### src/rtl/p2_sprite_renderer.sv
// Single-sprite line renderer: fetches one bitmap row per scan line from an
// external ROM into a row buffer, then emits a registered per-pixel opacity flag.
module p2_sprite_renderer (
   input  logic        clk,
   input  logic        rst_n,
   input  logic        frame_start,
   input  logic        line_start,
   input  logic [9:0]  x,
   input  logic [9:0]  y,
   input  logic [9:0]  pos_x,
   input  logic [9:0]  pos_y,
   input  logic [2:0]  action,
   input  logic [1:0]  phase,
   input  logic        mirror,
   input  logic        scale,
   output logic [9:0]  rom_addr,
   input  logic [15:0] rom_bitmap,
   output logic        pixel_on,
   output logic        busy
);

   localparam int unsigned H_ACTIVE = 640;
   localparam int unsigned SPR_ROWS = 16;
   localparam int unsigned CW       = 11;
   localparam int unsigned RW       = 16;

   typedef enum logic [1:0] {IDLE, ISSUE, CAPTURE} state_t;

   state_t         state, state_next;
   logic [9:0]     addr_next;
   logic [RW-1:0]  row_buf, row_buf_next;
   logic           busy_next;
   logic           pixel_next;

   logic [9:0]     lat_pos_x, lat_pos_y;
   logic [2:0]     lat_action;
   logic [1:0]     lat_phase;
   logic           lat_mirror, lat_scale;

   // Parameters seen by a line_start; frame_start bypasses the latch so a
   // coincident line_start already uses the new values.
   logic [9:0]     eff_pos_y;
   logic [2:0]     eff_action, san_action;
   logic [1:0]     eff_phase;
   logic           eff_scale;
   logic [CW-1:0]  eff_size, dy;
   logic           line_in;
   logic [3:0]     row;

   logic [CW-1:0]  lat_size, dx;
   logic           x_in;
   logic [3:0]     col, bit_idx;

   assign san_action = (action > 3'd4) ? 3'd0 : action;
   assign eff_pos_y  = frame_start ? pos_y      : lat_pos_y;
   assign eff_action = frame_start ? san_action : lat_action;
   assign eff_phase  = frame_start ? phase      : lat_phase;
   assign eff_scale  = frame_start ? scale      : lat_scale;

   assign eff_size = CW'(SPR_ROWS) << eff_scale;
   assign dy       = {1'b0, y} - {1'b0, eff_pos_y};
   assign line_in  = (y >= eff_pos_y) && (dy < eff_size);
   assign row      = 4'(dy >> eff_scale);

   assign lat_size = CW'(SPR_ROWS) << lat_scale;
   assign dx       = {1'b0, x} - {1'b0, lat_pos_x};
   assign x_in     = (x >= lat_pos_x) && (dx < lat_size) && ({1'b0, x} < CW'(H_ACTIVE));
   assign col      = 4'(dx >> lat_scale);
   assign bit_idx  = lat_mirror ? col : (4'd15 - col);

   // Next state, ROM address and row buffer; line_start pre-empts any fetch.
   always_comb begin
      state_next   = state;
      addr_next    = rom_addr;
      row_buf_next = row_buf;
      if (line_start) begin
         if (line_in) begin
            state_next = ISSUE;
            addr_next  = {row, eff_action, 1'b0, eff_phase};
         end else begin
            state_next   = IDLE;
            row_buf_next = 16'hFFFF;
         end
      end else begin
         case (state)
            ISSUE:   state_next = CAPTURE;
            CAPTURE: begin
               row_buf_next = rom_bitmap;
               state_next   = IDLE;
            end
            default: state_next = IDLE;
         endcase
      end
      busy_next  = (state_next != IDLE);
      pixel_next = x_in && !row_buf[bit_idx] && !busy;
   end

   always_ff @(posedge clk or negedge rst_n) begin
      if (!rst_n) begin
         state    <= IDLE;
         rom_addr <= '0;
         row_buf  <= 16'hFFFF;
         busy     <= 1'b0;
         pixel_on <= 1'b0;
      end else begin
         state    <= state_next;
         rom_addr <= addr_next;
         row_buf  <= row_buf_next;
         busy     <= busy_next;
         pixel_on <= pixel_next;
      end
   end

   // Per-frame parameter latch.
   always_ff @(posedge clk or negedge rst_n) begin
      if (!rst_n) begin
         lat_pos_x  <= '0;
         lat_pos_y  <= '0;
         lat_action <= '0;
         lat_phase  <= '0;
         lat_mirror <= 1'b0;
         lat_scale  <= 1'b0;
      end else if (frame_start) begin
         lat_pos_x  <= pos_x;
         lat_pos_y  <= pos_y;
         lat_action <= san_action;
         lat_phase  <= phase;
         lat_mirror <= mirror;
         lat_scale  <= scale;
      end
   end

endmodule

### config.mk
export PLATFORM = sky130hd
export DESIGN_NAME = p2_sprite_renderer
export DESIGN_NICKNAME = d
export VERILOG_FILES = /design/src/rtl/p2_sprite_renderer.sv
export SDC_FILE = /design/constraint.sdc
export NUM_CORES = 1
export LEC_CHECK = 0
export CAP_MARGIN = 10
export CORE_MARGIN = 2
export CORE_UTILIZATION = 46
export DETAILED_ROUTE_END_ITERATION = 10
export GPL_ROUTABILITY_DRIVEN = 0
export PLACE_DENSITY = 0.77
export SYNTH_ARGS = -nofsm -noshare
export SYNTH_HDL_FRONTEND = slang
export SYNTH_SLANG_ARGS = --single-unit
### constraint.sdc
create_clock -name clk -period 3.2 [get_ports clk]
set_input_delay 0.96 -clock clk [delete_from_list [all_inputs] [get_ports clk]]
set_output_delay 0.96 -clock clk [all_outputs]
set_load 0.005 [all_outputs]
# Yosys cells after proc, flatten, opt, wreduce, memory -nomap -nowiden
# Index checks and enable logic that the tools add are counted.
[word_totals] elab_cells=53 register_bits=56 inputBits=67
[classes] n_eq_ne=3 n_reduce_logical=11 n_mux=14 magnitude_cmp=7 shift=4 n_addsub=3
[op_table] operator="2-to-1 mux 16 bit" n=3
[op_table] operator="less-than comparator 11 bit" n=2
[op_table] operator="<< shifter 5 x 1 -> 11 bit, first input constant" n=2
[op_table] operator=">> shifter 11 x 1 -> 4 bit" n=2
[op_table] operator="subtractor 10 x 10 -> 11 bit" n=2
[op_table] operator="greater-or-equal comparator 10 bit" n=2
[op_table] operator="less-than comparator 10 bit, second input constant" n=1
[op_table] operator="2-to-1 mux 10 bit" n=1
[op_table] operator="2-to-1 mux 2 bit" n=3
[op_table] operator="2-to-1 mux 3 bit" n=2
[op_table] operator="logical AND 1 bit" n=5
[op_table] operator="less-than comparator 4 x 5 -> 1 bit, second input constant" n=1
[op_table] operator="binary-select mux 1 bit (select 4 bit)" n=1
[op_table] operator="2-to-1 mux 4 bit" n=1
[op_table] operator="AND reduction 2 bit" n=2
[op_table] operator="nonzero test 2 bit" n=2
[op_table] operator="subtractor 4 bit, first input constant" n=1
[op_table] operator="> comparator 3 bit, second input constant" n=1
[op_table] operator="2-to-1 mux 1 bit" n=3
[op_table] operator="== test 2 x 1 -> 1 bit, second input constant" n=1
[op_table] operator="== test 2 bit, second input constant" n=1
[op_table] operator="zero test 1 bit" n=2
[op_table] operator="inequality test 2 bit, second input constant" n=1

# Longest topological paths before layout
# Gate-level depths: netlist of run 1.
[depth] ltp_word=9 mapped_depth=19

# Least setup slack after synthesis of run 1
# OpenSTA, ideal clock, no wires.
[synth_timing] kind="input to register" start="in frame_start" end="reg rom_addr[6]" arrival_ps=4696 setup_ps=125 path_stages=19 n_path_buf=3 path_slack_ps=-1622 path_cell_list="clkbuf_1 > buf_1 > mux2_2 > ha_1 > inv_1 > fa_1 > nand2_1 > nand2_1 > a21oi_1 > xnor2_1 > ha_1 > o21ai_0 > nand3b_1 > a21oi_1 > o211ai_1 > a311oi_1 > nand4_4 > buf_6 > mux2_4"
[synth_via] elab_chain_len=5 word_cells_on_any_way=9 classes_between="add/sub: 1; order compare: 2; shift: 2; mux: 2; reduce/logical: 2"
[synth_rtl] item="from (decl)" line_no="6" source="input logic frame_start,"
[synth_rtl] item="2-to-1 mux 10 bit (*)"
[synth_rtl] item="via eff_pos_y[0]" line_no="42" source="logic [9:0] eff_pos_y;"
[synth_rtl] item="subtractor 10 x 10 -> 11 bit" line_no="61" source="assign dy = {1'b0, y} - {1'b0, eff_pos_y};"
[synth_rtl] item="less-than comparator 11 bit" line_no="62" source="assign line_in = (y >= eff_pos_y) && (dy < eff_size);"
[synth_rtl] item="logical AND 1 bit" line_no="62"
[synth_rtl] item="AND reduction 2 bit (no line)"
[synth_rtl] item="to (signal assigned)" line_no="107" source="rom_addr <= addr_next;"
[synth_rtl] item="to (decl)" line_no="16" source="output logic [9:0] rom_addr,"
# Mark *: on every way through the listed nets, which the timed path passes. The rest lies on a longest branch.
# A chain may end at the register's enable or synchronous reset.

# Worst setup path after layout of run 1
# Same ends and word-level chain as after synthesis.

==> impl_metrics.json, run 1 <==
{
  "hold_path_depth": 1,
  "slew_headroom_pct": 50.00,
  "hold_class": "reg -> reg",
  "worstPathRequired_ns": 3.41,
  "die_x_um": 91.83,
  "die-area_um2": 8433,
  "swShare_pct": 31.21,
  "yosysSeqAreaShare_pct": 40.06,
  "power_density_nw_per_um2": 407.2,
  "rrSetupSlack_ns": -0.11,
  "yosys_register_bits": 56,
  "antenna_left": 0,
  "seqPwrFrac_pct": 38.9,
  "clkPwrFrac_pct": 19.2,
  "multiInputGateArea_um2": 2122,
  "die_h_um": 91.83,
  "drive_gt1_share_pct": 35.61,
  "crit_path_start_kind": "input port",
  "register_area_um2": 1421,
  "min_period_ns": 3.778,
  "clock_path_buffers": 2,
  "port_buffers": 77,
  "end_kind": "register",
  "hold_path_end": "state[1]",
  "n_fill_cell": 620,
  "fmax_mhz": 264.7,
  "rr_worst_depth": 17,
  "critPathKind": "in -> reg",
  "synth_edf_count": 0,
  "avgSynthCellArea_um2": 10.75,
  "post-place-ws_ns": -1.408,
  "ys_warn_count": 0,
  "worstPathArrival_ns": 3.99,
  "final_max_slew_viol_count": 0,
  "final_cells": 571,
  "grt_max_degree": 34,
  "cp_max_fo": 5,
  "path_cells": "buf_12, mux2_4, ha_4, inv_2, fa_2, nand2_2, nand2_2, a21oi_4, xnor2_2, ha_1, o21ai_1, nand3b_1, a21oi_1, o211ai_1, a311oi_2, nand4_4, buf_6, mux2_4",
  "worstSetupStartpoint": "frame_start",
  "rr_startpoint": "lat_pos_y[0]",
  "critPathSlowestCell": "fa_2",
  "root_buffer": "clkbuf_8",
  "worst_pin_slew_ns": 0.7500,
  "finClkSkew_ns": 0.008946,
  "clkTransAtPathRegs_ns": 0.11,
  "rsz0062_at_grt": "true",
  "cts_inserted_buffers": 5,
  "async_reset_ff_share_pct": 100.0,
  "setup_ws_ns": -0.5785,
  "syn2layout_area_growth_pct": 45.31,
  "vias": 2894,
  "finalCritPeriodShare_pct": 118.1,
  "dr.pass1.iters": 4,
  "grt_pass1_vias": 3030,
  "hold_path_startpoint": "state[1]",
  "antenna_cells": 0,
  "routed_wl_mm": 8.271,
  "cts_tree": "yes",
  "p_leak_nw": 2.294,
  "grtUsageTotal_pct": 19.75,
  "globalRoute.totalOverflow": 0,
  "hold_viol": 0,
  "status": "complete, but fails checks",
  "drc": 0,
  "violations": "setup timing",
  "syn_area_um2": 3548,
  "hpwl_mm": 6.066,
  "antenna_found_initial": 0,
  "cts_max_level": 2,
  "setup-violations-final": 27,
  "power.switching_mw": 0.6552,
  "num_rows": 32,
  "avgRoutedWirePerCell_um": 14.49,
  "insertion_delay_ns": 0.32,
  "clock-sinks": 56,
  "dp_cells": 548,
  "slowest_delay_ns": 0.39,
  "cap_viol_max_count": 0,
  "ys.flop_type": "dfrtp_1",
  "r2r_end": "rom_addr[6]",
  "start_util_pct": 46.64,
  "via_per_inst": 5.068,
  "ir_worst_vdd_uv": 270.9,
  "core_um2": 7607,
  "netlist_instances": 330,
  "synth_cell_type_count": 57,
  "nets": 561,
  "synth_fp_nets": 423,
  "io_pins": 79,
  "drt_iter0_drc": 66,
  "power.internal_mw": 1.444,
  "pwr-share-comb_pct": 41.9,
  "grt_pass1_wl_mm": 13.54,
  "cts_hold_buf": 0
}
[worst max-delay path: cells and delay by family]
kind	cells	cell delay, ns
muxes	2	0.50
and+or+nand+nor	4	0.40
adders and majority gates	3	0.76
xor gates and xnor gates	1	0.14
buffers and inverters	3	0.32
AOI/OAI and AO/OA	5	0.90
[worst max-delay path by stage]
stage          cells after the start  slack, ns           to
6_report                          18      -0.58  rom_addr[6]
5_1_grt                           18      -0.72  rom_addr[7]
4_1_cts                           18      -0.44  rom_addr[6]
3_5_place_dp                      18      -1.41  rom_addr[6]
3_3_place_gp                      18      -1.31  rom_addr[8]
2_1_floorplan                     19      -0.95  rom_addr[6]
[placed cells by master, fill, tap and decap left out, types with 6 or more instances in the layout]
| cell type | n |
|---|---|
| nand2_1 | 30 |
| ha_1 | 19 |
| mux2_2 | 28 |
| a21oi_1 | 6 |
| o21ai_0 | 18 |
| mux2i_1 | 11 |
| o22a_1 | 16 |
| dfrtp_1 | 40 |
| dfstp_2 | 16 |
| nor2_1 | 7 |
| buf_4 | 63 |
| inv_1 | 24 |
| clkdlybuf4s50_1 | 65 |
[power by group through the flow]
| stage | logic [mW] | clock network, mW | registers, mW |
|---|---|---|---|
| after CTS | 0.826 | 0.416 | 0.817 |
| after global placement | 0.747 | 0 | 0.827 |
| after global routing | 0.968 | 0.439 | 0.825 |
| after detailed placement | 0.769 | 0 | 0.828 |
| after floorplan | 0.429 | 0 | 0.816 |
| final | 0.879 | 0.404 | 0.816 |
[per-stage QoR]
stage               total power, mW  util, %  area, um^2  TNS, ns  hold WS [ns]
floorplan                     1.244        -        3621   -21.99        0.4197
global placement              1.574    63.22        4810   -33.58        0.4356
detailed placement            1.597    63.22        4810   -36.20        0.4633
CTS                           2.059    66.20        5036   -10.29        0.4784
global route                  2.232    67.78        5156   -17.77        0.4943
finish                        2.100    67.78        5156   -14.00        0.4783
[what timing repair did]
item,4_1_cts,5_1_grt
cloned,0,0
buffers inserted,11,4
resized for setup,39,19
endpoints found under the setup margin,28,28
endpoints found under the hold margin,0,0
pin swaps,26,28
[state kept, by name, summed over array words and instances, names as in the netlist, 2 cells and up]
register	flops
row_buf	16
lat_pos_x	10
lat_pos_y	10
rom_addr	9
lat_action	3
lat_phase	2
state	2
[layout make-up]
cell class              count  area share [%]
flip-flops and latches     56           27.57
clock buffers               5           1.335
clock inverters             3          0.4125
well taps                 102           2.475
multi-input cells         233           41.16
repair buffers            144           25.02
inverters                  28           2.038
[routing by layer]
layer / vias to the layer above / wire (um) / GRT usage, % / part of all wire, %
met4: 0 / 67 / 4.478 / 0.81
li1: 1453 / - / - / -
met1: 1380 / 3581 / 24.45 / 43
met2: 56 / 4351 / 36.21 / 53
met3: 5 / 271 / 3.040 / 3.3
met5: - / 0 / 0 / 0
[cells in the mapped netlist, types with 2 or more instances]
cell       count  area (um^2)
nand3b_1       2        15.01
nor3_1         2        10.01
o22a_1        16        140.1
a21boi_0       2        15.01
a311oi_1       2        17.52
mux2i_1       13        130.1
xnor2_1        8        70.07
ha_1          24        300.3
mux2_4         3        45.04
nand2_1       32        120.1
o21ai_0       20        100.1
nor2_1         7        26.28
inv_1         28        105.1
a21oi_1        9        45.04
dfrtp_1       40         1001
nand2b_1       4        25.02
clkbuf_1       7        26.28
nor2b_1        7        43.79
buf_2          2        10.01
nor3b_1        2        15.01
o211ai_1       3        22.52
a211oi_1       4        30.03
xor2_1         6        52.55
dfstp_2       16        420.4
o2111ai_1      3        26.28
fa_1           2        40.04
buf_1          2        7.510
a21o_1         3        22.52
nand3_1        2        10.01
mux2_2        29        326.6
mux4_2         4        90.09
[cells by family after synthesis]
family	Yosys count	share of synthesized area (%)
compound gates	76	15.30
simple gates	66	9.627
flops	56	40.06
mux	49	16.68
buf+inv	41	4.725
fa+ha+maj	26	9.591
xor+xnor	15	3.914
other cells	1	0.1057
No activity file was read; power rests on OpenSTA's default activity.
==> run 2: changes to the inputs <==
--- a/config.mk
+++ b/config.mk
@@ -6,11 +6,14 @@
 export NUM_CORES = 1
 export LEC_CHECK = 0
 export CAP_MARGIN = 10
+export CORE_ASPECT_RATIO = 0.9
 export CORE_MARGIN = 2
-export CORE_UTILIZATION = 46
+export CORE_UTILIZATION = 47
+export CTS_BUF_LIST = sky130_fd_sc_hd__clkbuf_8
 export DETAILED_ROUTE_END_ITERATION = 10
 export GPL_ROUTABILITY_DRIVEN = 0
-export PLACE_DENSITY = 0.77
+export PLACE_DENSITY = 0.78
+export SKIP_LAST_GASP = 1
 export SYNTH_ARGS = -nofsm -noshare
 export SYNTH_HDL_FRONTEND = slang
 export SYNTH_SLANG_ARGS = --single-unit
==> run 2 against run 1 <==
The flow still finishes with violations (setup timing). Register-to-register slack lost 0.10 ns. Sequential power about the same. Flip-flop and latch count unchanged. Clock power increased by 36%. Clock-buffer cell count unchanged. Critical path type unchanged.
==> impl_metrics.json, run 2 (synthesized netlist as in run 1, its figures left out) <==
{
  "swShare_pct": 28.93,
  "root_buffer": "clkbuf_8",
  "cp_max_fo": 5,
  "io_pins": 79,
  "dpl-instance-area_um2": 4827,
  "setup-violations-final": 27,
  "final_max_slew_viol_count": 0,
  "die_h_um": 86.43,
  "hold_path_depth": 1,
  "setup_ws_ns": -0.6858,
  "finClkSkew_ns": 0.005012,
  "grtUsageTotal_pct": 21.89,
  "violations": "setup timing",
  "worst_pin_slew_ns": 0.7581,
  "clkPwrFrac_pct": 24.1,
  "hold_class": "reg -> reg",
  "cap_viol_max_count": 0,
  "cpLargestDelayFamily": "compound AO/OA/AOI/OAI gates",
  "slowest_delay_ns": 0.39,
  "num_rows": 30,
  "holdWs_ns": 0.4684,
  "end_kind": "register",
  "core_um2": 7432,
  "clkTransAtPathRegs_ns": 0.10,
  "clock_path_buffers": 2,
  "worstPathArrival_ns": 4.09,
  "cts_max_level": 2,
  "die-area_um2": 8262,
  "via_per_inst": 5.263,
  "final_cells": 581,
  "avgRoutedWirePerCell_um": 15.18,
  "cts_tree": "yes",
  "worstPathRequired_ns": 3.40,
  "finalInstanceArea_um2": 5355,
  "finalCritPeriodShare_pct": 121.4,
  "met2WireLength_mm": 4.551,
  "seqPwrFrac_pct": 35.8,
  "start_util_pct": 47.74,
  "hpwl_mm": 5.848,
  "top_register": "row_buf",
  "antenna_found_initial": 0,
  "power_density_nw_per_um2": 426.0,
  "tns_ns": -17.32,
  "hold_viol": 0,
  "highest_layer": "met4",
  "syn2layout_area_growth_pct": 50.92,
  "path_cells": "buf_12, mux2_4, ha_4, inv_2, fa_2, nand2_2, nand2_2, a21oi_2, xnor2_2, ha_1, o21ai_1, nand3b_1, a21oi_2, o211ai_1, a311oi_2, nand4_4, buf_6, mux2_4",
  "r2r_end": "rom_addr[7]",
  "hold_path_startpoint": "state[1]",
  "hold_path_end": "state[1]",
  "pwr-share-comb_pct": 40.1,
  "rsz0062_at_grt": "true",
  "grt_pass1_wl_mm": 14.31,
  "clock-sinks": 56,
  "globalRoute.totalOverflow": 0,
  "antenna_left": 0,
  "port_buffers": 77,
  "ir_worst_vdd_uv": 263.5,
  "critPathSlowestCell": "fa_2",
  "met1_length_mm": 3.756,
  "drt_iter0_drc": 110,
  "grt_pass1_vias": 3155,
  "power.switching_mw": 0.6599,
  "insertion_delay_ns": 0.31,
  "largest_register_ffs": 16,
  "reg_top3": "row_buf x16, lat_pos_x x10, lat_pos_y x10",
  "p_leak_nw": 2.412,
  "slew_headroom_pct": 49.46,
  "rrSetupSlack_ns": -0.21,
  "min_period_ns": 3.886,
  "rr_worst_depth": 17,
  "dr_wl_met3_um": 358,
  "antenna_cells": 0,
  "grt_max_degree": 57,
  "critPathKind": "in -> reg",
  "crit_path_start_kind": "input port",
  "worst-path-buf-inv": 3,
  "power.total_mw": 2.281,
  "dr.pass1.iters": 4,
  "final_cell_mix": "74 x buf_4, 66 x clkdlybuf4s50_1, 40 x dfrtp_1",
  "utilization_pct": 72.05,
  "drive_gt1_share_pct": 37.11,
  "nets": 577,
  "status": "complete, but fails checks",
  "fmax_mhz": 257.3,
  "rr_startpoint": "lat_pos_y[0]",
  "dp_cells": 542,
  "cts_inserted_buffers": 5,
  "final_common_cell": "buf_4",
  "post-place-ws_ns": -1.499,
  "routed_wl_mm": 8.818,
  "vias": 3058,
  "power.internal_mw": 1.621,
  "die_x_um": 95.59,
  "drc": 0
}
[run 2: worst max-delay path by stage]
stage	from	end	slack, ns	depth (start not counted)
after floorplan	frame_start	rom_addr[6]	-0.95	19
after global placement	frame_start	rom_addr[8]	-1.33	18
after detailed placement	frame_start	rom_addr[7]	-1.50	18
after CTS	frame_start	rom_addr[7]	-0.54	18
after global routing	frame_start	rom_addr[4]	-0.84	18
final	frame_start	rom_addr[7]	-0.69	18
[run 2: power groups by stage]
stage | sequential, mW | clock (mW) | combinational, mW
finish | 0.817 | 0.549 | 0.916
global placement | 0.827 | 0 | 0.758
floorplan | 0.816 | 0 | 0.429
detailed placement | 0.826 | 0 | 0.781
global route | 0.823 | 0.593 | 0.997
CTS | 0.816 | 0.564 | 0.865
[run 2: area by class of cell]
type | count | area, um^2
multi-input cells | 233 | 2102
fillers | 529 | 2077
repair buffers | 160 | 1474
flip-flops and latches | 56 | 1421
well taps | 96 | 120.1
inverters | 28 | 105.1
clock buffers | 5 | 68.82
clock inverters | 3 | 63.81
[run 2: worst reg2reg max path, stage by stage, from the launching register on]
cell and delay (ns):
dfrtp_1 0.34, mux2_4 0.16, ha_4 0.14, inv_2 0.04, fa_2 0.39, nand2_2 0.07
nand2_2 0.05, a21oi_2 0.17, xnor2_2 0.16, ha_1 0.26, o21ai_1 0.13, nand3b_1 0.11
a21oi_2 0.11, o211ai_1 0.10, a311oi_2 0.39, nand4_4 0.20, buf_6 0.19, mux2_4 0.29
[run 2: per-layer routing]
layer  vias up  track usage [%]
met5         -                0
met4         0            5.195
met3        17            3.043
met2        76            38.53
met1      1482            28.52
li1       1483                -
[run 2: repair_timing]
action                                  CTS  global route
hold buffers                              0             0
endpoints found under the setup margin   28            28
pin swaps                                29            19
gates cloned                              2             0
setup buffers                            24             5
resized for setup                        42            12
